### config.mk
export PLATFORM = sky130hd
export DESIGN_NAME = bp_trace_collector
export DESIGN_NICKNAME = d
export VERILOG_FILES = /design/src/rtl/bp_trace_pkg.sv /design/src/rtl/bp_hit_fifo.sv /design/src/rtl/bp_trace_collector.sv
export SDC_FILE = /design/constraint.sdc
export NUM_CORES = 2
export LEC_CHECK = 0
export CAP_MARGIN = 20
export CORE_ASPECT_RATIO = 0.6
export CORE_UTILIZATION = 34
export CTS_CLUSTER_SIZE = 24
export DETAILED_ROUTE_END_ITERATION = 16
export GPL_ROUTABILITY_DRIVEN = 0
export MAX_ROUTING_LAYER = met4
export PLACE_DENSITY_LB_ADDON = 0.2
export RECOVER_POWER = 25
export SYNTH_ARGS = -nofsm -noshare
export SYNTH_HDL_FRONTEND = slang
export SYNTH_SLANG_ARGS = --single-unit
### constraint.sdc
create_clock -name clk -period 28.4 [get_ports clk]
set_input_delay 4.26 -clock clk [delete_from_list [all_inputs] [get_ports clk]]
set_output_delay 4.26 -clock clk [all_outputs]
set_load 0.02 [all_outputs]
### src/rtl/bp_trace_pkg.sv
// Shared types for the breakpoint trace collector: FSM state, hit record and wildcard.
package bp_trace_pkg;

    typedef enum logic {
        RUN    = 1'b0,
        HALTED = 1'b1
    } bp_state_t;

    // Record fields are sized for the largest supported configuration; the top trims them.
    localparam int MAX_IDX_W = 8;
    localparam int MAX_TS_W  = 64;

    localparam logic [31:0] BP_WILDCARD = 32'hFFFFFFFF;

    typedef struct packed {
        logic [31:0]          instance_id;
        logic [31:0]          stmt_id;
        logic [MAX_IDX_W-1:0] bp_idx;
        logic [MAX_TS_W-1:0]  timestamp;
    } hit_rec_t;

    function automatic logic stmt_match(input logic [31:0] entry_stmt, input logic [31:0] ev_stmt);
        return (entry_stmt == BP_WILDCARD) || (entry_stmt == ev_stmt);
    endfunction

endpackage

### src/rtl/bp_hit_fifo.sv
// Show-ahead FIFO for hit records; accepts a push while full when a pop happens in the same cycle.
module bp_hit_fifo
    import bp_trace_pkg::*;
#(
    parameter int  DEPTH = 8,
    parameter type T     = hit_rec_t
) (
    input  logic clk,
    input  logic rst_n,
    input  logic push,
    input  T     wr_data,
    input  logic pop,
    output T     rd_data,
    output logic full,
    output logic empty
);

    localparam int AW = $clog2(DEPTH);

    T             mem [DEPTH];
    logic [AW:0]  wr_ptr;
    logic [AW:0]  rd_ptr;
    logic         do_pop;
    logic         do_push;

    assign empty   = (wr_ptr == rd_ptr);
    assign full    = (wr_ptr[AW] != rd_ptr[AW]) && (wr_ptr[AW-1:0] == rd_ptr[AW-1:0]);
    assign do_pop  = pop && !empty;
    assign do_push = push && (!full || do_pop);

    // Head is forced to zero when empty so stale storage never leaks onto the outputs.
    assign rd_data = empty ? '0 : mem[rd_ptr[AW-1:0]];

    always_ff @(posedge clk or negedge rst_n) begin
        if (!rst_n) begin
            wr_ptr <= '0;
            rd_ptr <= '0;
        end else begin
            if (do_push) wr_ptr <= wr_ptr + 1'b1;
            if (do_pop)  rd_ptr <= rd_ptr + 1'b1;
        end
    end

    always_ff @(posedge clk) begin
        if (do_push) mem[wr_ptr[AW-1:0]] <= wr_data;
    end

endmodule

### src/rtl/bp_trace_collector.sv
// Matches trace events against a breakpoint table, queues hit records and raises a halt request.
module bp_trace_collector
    import bp_trace_pkg::*;
#(
    parameter int NUM_BP     = 4,
    parameter int FIFO_DEPTH = 8,
    parameter int TS_WIDTH   = 32,
    localparam int IDX_W     = (NUM_BP > 1) ? $clog2(NUM_BP) : 1
) (
    input  logic                clk,
    input  logic                rst_n,
    input  logic                trace_valid,
    input  logic [31:0]         trace_instance_id,
    input  logic [31:0]         trace_stmt_id,
    input  logic                cfg_we,
    input  logic [IDX_W-1:0]    cfg_idx,
    input  logic                cfg_en,
    input  logic                cfg_halt,
    input  logic [31:0]         cfg_instance_id,
    input  logic [31:0]         cfg_stmt_id,
    output logic                hit_valid,
    input  logic                hit_ready,
    output logic [31:0]         hit_instance_id,
    output logic [31:0]         hit_stmt_id,
    output logic [IDX_W-1:0]    hit_bp_idx,
    output logic [TS_WIDTH-1:0] hit_timestamp,
    input  logic                resume,
    output logic                halted,
    output logic [15:0]         overflow_count
);

    logic [NUM_BP-1:0]   bp_en;
    logic [NUM_BP-1:0]   bp_halt;
    logic [31:0]         bp_inst [NUM_BP];
    logic [31:0]         bp_stmt [NUM_BP];

    logic [TS_WIDTH-1:0] ts_count;
    bp_state_t           state;
    bp_state_t           next_state;

    logic                any_match;
    logic [IDX_W-1:0]    win_idx;
    logic                accept;
    logic                pop;
    logic                fifo_full;
    logic                fifo_empty;
    hit_rec_t            push_rec;
    hit_rec_t            head;
    logic                unused_head_bits;

    always_ff @(posedge clk or negedge rst_n) begin
        if (!rst_n) begin
            bp_en   <= '0;
            bp_halt <= '0;
            for (int i = 0; i < NUM_BP; i++) begin
                bp_inst[i] <= '0;
                bp_stmt[i] <= '0;
            end
        end else if (cfg_we && (int'(cfg_idx) < NUM_BP)) begin
            bp_en[cfg_idx]   <= cfg_en;
            bp_halt[cfg_idx] <= cfg_halt;
            bp_inst[cfg_idx] <= cfg_instance_id;
            bp_stmt[cfg_idx] <= cfg_stmt_id;
        end
    end

    // Scan from the top down so the lowest matching entry is the one left standing.
    always_comb begin
        any_match = 1'b0;
        win_idx   = '0;
        for (int i = NUM_BP - 1; i >= 0; i--) begin
            if (bp_en[i] && (bp_inst[i] == trace_instance_id) &&
                stmt_match(bp_stmt[i], trace_stmt_id)) begin
                any_match = 1'b1;
                win_idx   = IDX_W'(i);
            end
        end
    end

    assign accept = trace_valid && (state == RUN) && any_match;
    assign pop    = hit_valid && hit_ready;

    always_ff @(posedge clk or negedge rst_n) begin
        if (!rst_n) begin
            ts_count <= '0;
        end else begin
            ts_count <= ts_count + TS_WIDTH'(1);
        end
    end

    always_ff @(posedge clk or negedge rst_n) begin
        if (!rst_n) begin
            overflow_count <= '0;
        end else if (accept && fifo_full && !pop && (overflow_count != 16'hFFFF)) begin
            overflow_count <= overflow_count + 16'd1;
        end
    end

    always_ff @(posedge clk or negedge rst_n) begin
        if (!rst_n) begin
            state <= RUN;
        end else begin
            state <= next_state;
        end
    end

    // A halting match stops the run even when its record was lost to overflow.
    always_comb begin
        next_state = state;
        halted     = 1'b0;
        case (state)
            RUN: begin
                if (accept && bp_halt[win_idx]) next_state = HALTED;
            end
            HALTED: begin
                halted = 1'b1;
                if (resume) next_state = RUN;
            end
            default: next_state = RUN;
        endcase
    end

    always_comb begin
        push_rec             = '0;
        push_rec.instance_id = trace_instance_id;
        push_rec.stmt_id     = trace_stmt_id;
        push_rec.bp_idx      = MAX_IDX_W'(win_idx);
        push_rec.timestamp   = MAX_TS_W'(ts_count);
    end

    bp_hit_fifo #(
        .DEPTH (FIFO_DEPTH),
        .T     (hit_rec_t)
    ) u_fifo (
        .clk     (clk),
        .rst_n   (rst_n),
        .push    (accept),
        .wr_data (push_rec),
        .pop     (pop),
        .rd_data (head),
        .full    (fifo_full),
        .empty   (fifo_empty)
    );

    assign hit_valid        = !fifo_empty;
    assign hit_instance_id  = head.instance_id;
    assign hit_stmt_id      = head.stmt_id;
    assign hit_bp_idx       = head.bp_idx[IDX_W-1:0];
    assign hit_timestamp    = head.timestamp[TS_WIDTH-1:0];
    assign unused_head_bits = ^head;

endmodule

==> flow_summary.ini <==
[detailed_routing]
vias = 23507
antenna_left = 0
wl_met3_um = 7490
routed_wire_length_per_instance_um = 27.0
dr.max_layer_used = met4
drt_iter0_markers = 1631
met2WireLength_um = 53600
routed_wirelength_um = 124000
avgViaCountPerCell = 5.12
dr.pass1.iters = 5
wl_met1_um = 60900
drcViolationCount = 0

[floorplanning]
start_util_pct = 34.3
pin_count = 254
rows = 103
coreArea_um2 = 131000
die_y_um = 284
dieArea_um2 = 134000
fp.dieW_um = 472

[worst_setup_path]
critical_path_class = flop to output pin
path_cells = buf_4, buf_12, buf_4, buf_16, mux4_2, mux2i_1, nor2_1, clkdlybuf4s50_1
worstPathRequired_ns = 24.14
slowest_delay_ns = 0.82
cpLargestDelayFamily = buffers and inverters
crit_buf_inv = 5
crit_top_cell = buf_4
arrival_ns = 5.53
critPathMaxFanout = 99
end_kind = output pin
startpoint_type = flop
slowest_stage = dfrtp_4

[clock_network]
holdBufCountCts = 0
insertion_delay_ns = 0.72
path_clk_slew_ns = 0.06
cts_resized = 0
cts.htree.levels = 3
cts_num_sinks = 1105
root_buffer = clkbuf_16
cts_buffers = 106
post_cts_buffers = 0
cts_buffer_depth = 3
cts_tree = built

[power]
p_per_area_nw_per_um2 = 83.2
fin_total_pwr_uw = 4450
peakVddDrop_mv = 0.0713
cellLeakagePower_uw = 0.0191

[synth]
ys_ff_latch = 1105
syn_nets = 2588
synthArstFlopShare_pct = 29.0
yosysWarningCount = 0
syn_area_um2 = 45100
synth_edf_count = 784
synth_ff_type = edfxtp_1
avgSynthCellArea_um2 = 18.4
synth_cells = 2446
synthDistinctLibCells = 45
seq_area_frac_synth_pct = 70.1

[timing]
slew_headroom_pct = -312
drv_slew = 108
grt_setup_unrepaired = false
post-route-period-util_pct = 34.5
finalSetupViolations = 0
final_hold_viol_count = 0
period_needed_ns = 9.79
tightestPinTransition_ns = 6.18
finClkSkew_ns = 0.0366
timing.final.ws_setup_ns = 18.61
fmax_mhz = 102
timing.setup.tns_ns = 0

[place]
io_buffers = 253
hpwl_um = 79000
dpl_worst_slack_ns = 18.27

[flow_run]
cap_violations = 1

[grt]
grt-ovfl-total = 0
grt_pass1_wl_um = 179000
grt_max_degree = 108
grt_util_all_layers_pct = 19.1
antenna_found_initial = 17
grt_pass1_vias = 24716

[finish]
layout_common_cells = 784 x edfxtp_1, 318 x dfrtp_1, 267 x mux2_2
final_common_cell = edfxtp_1
nFillCells = 11785
multi_input_area_um2 = 13200
drive_above_1_share_pct = 24.3
seq_area_um2 = 31600
syn_to_final_growth_pct = 18.6
nets = 2897

[status]
violations = max-capacitance violations, max-slew violations
outcome = complete, but fails checks

[hold_path]
hold_path_class = flop to flop
-- flip-flops by register name, indices dropped and copies added, names as in the netlist --
| name | flops |
|---|---|
| u_fifo.mem | 784 |
| bp_inst | 128 |
| bp_stmt | 128 |
| ts_count | 32 |
| overflow_count | 16 |
| bp_en | 4 |
| bp_halt | 4 |
| u_fifo.rd_ptr | 4 |
| u_fifo.wr_ptr | 4 |
| state | 1 |
-- area by class of cell --
type	instances	area share [%]
flip-flops and latches	1105	59.1
clock inverters	46	0.917
clock buffers	154	5.75
well taps	1732	4.05
inverters	7	0.0491
diodes	12	0.0562
repair buffers	301	5.50
multi-input cells	1234	24.6
-- path summary, 6_finish.rpt --
path / from / end / slack [ns] / depth (start not counted)
max reg2reg: bp_stmt[91]$_DFFE_PN0P_ / u_fifo.mem[6][16]$_DFFE_PP_ / 23.07 / 9
max in group asynchronous: rst_n / bp_inst[122]$_DFFE_PN0P_ / 19.12 / 1
min reg2reg: u_fifo.wr_ptr[3]$_DFFE_PN0P_ / u_fifo.wr_ptr[3]$_DFFE_PN0P_ / 0.49 / 1
min in group asynchronous: rst_n / bp_stmt[121]$_DFFE_PN0P_ / 5.86 / 1
min: u_fifo.wr_ptr[3]$_DFFE_PN0P_ / u_fifo.wr_ptr[3]$_DFFE_PN0P_ / 0.49 / 1
max: u_fifo.rd_ptr[0]$_DFFE_PN0P_ / hit_timestamp[29] / 18.61 / 8
-- layer usage --
layer,vias to the layer above,global-route usage [%]
met1,12638,28.1
met3,145,4.89
met5,-,-
li1,10191,-
met4,0,3.36
met2,533,26.6
-- worst reg2reg max path, cell delays in order, from the launching register on --
cell and delay, ns:
dfrtp_1 0.45, xor2_1 0.21, nor4_1 0.50, nand4_1 0.30
o21ai_0 0.63, a32oi_1 0.36, a211o_2 0.51, nor4b_2 0.25
buf_4 0.82, buf_4 0.88
-- cells in the mapped netlist (4+ instances only) --
cell type  instances  area, um^2
and2_1             4        25.0
and3_1            10        62.6
buf_1             28         105
clkbuf_1          71         267
dfrtp_1          321        8030
edfxtp_1         784       23500
ha_1               4        50.1
inv_1              7        26.3
mux2_2           267        3010
mux2i_1           99         991
mux4_2           196        4410
nand2_1           30         113
nand3_1           26         130
nand4_1           64         400
nor2_1           112         420
nor3_1            12        60.1
nor4_1            65         407
xnor2_1           85         744
xor2_1           225        1970
-- per-stage QoR --
| step | std cells | instance area [um^2] | util (%) | hold WS, ns |
|---|---|---|---|---|
| global route | 4589 | 53500 | 40.7 | 0.502 |
| floorplan | 2446 | 45100 | - | 0.462 |
| global placement | 4376 | 49800 | 37.9 | 0.480 |
| detailed placement | 4377 | 49900 | 37.9 | 0.477 |
| finish | 4591 | 53500 | 40.7 | 0.487 |
| CTS | 4577 | 53400 | 40.6 | 0.490 |
-- power breakdown --
part	internal [uW]	switching [uW]
Combinational	518	574
Clock	818	623
Sequential	1800	115
Total	3130	1310
-- logic make-up after synthesis --
kind of cell / Yosys count / synth area share [%]
DFF: 1105 / 70.1
and+or+nand+nor: 343 / 3.93
buffers and inverters: 107 / 0.908
xor gates and xnor gates: 310 / 6.02
muxes: 562 / 18.7
AOI/OAI and AO/OA: 15 / 0.305
adders and majority gates: 4 / 0.111
(Power assumes the default switching activity.)
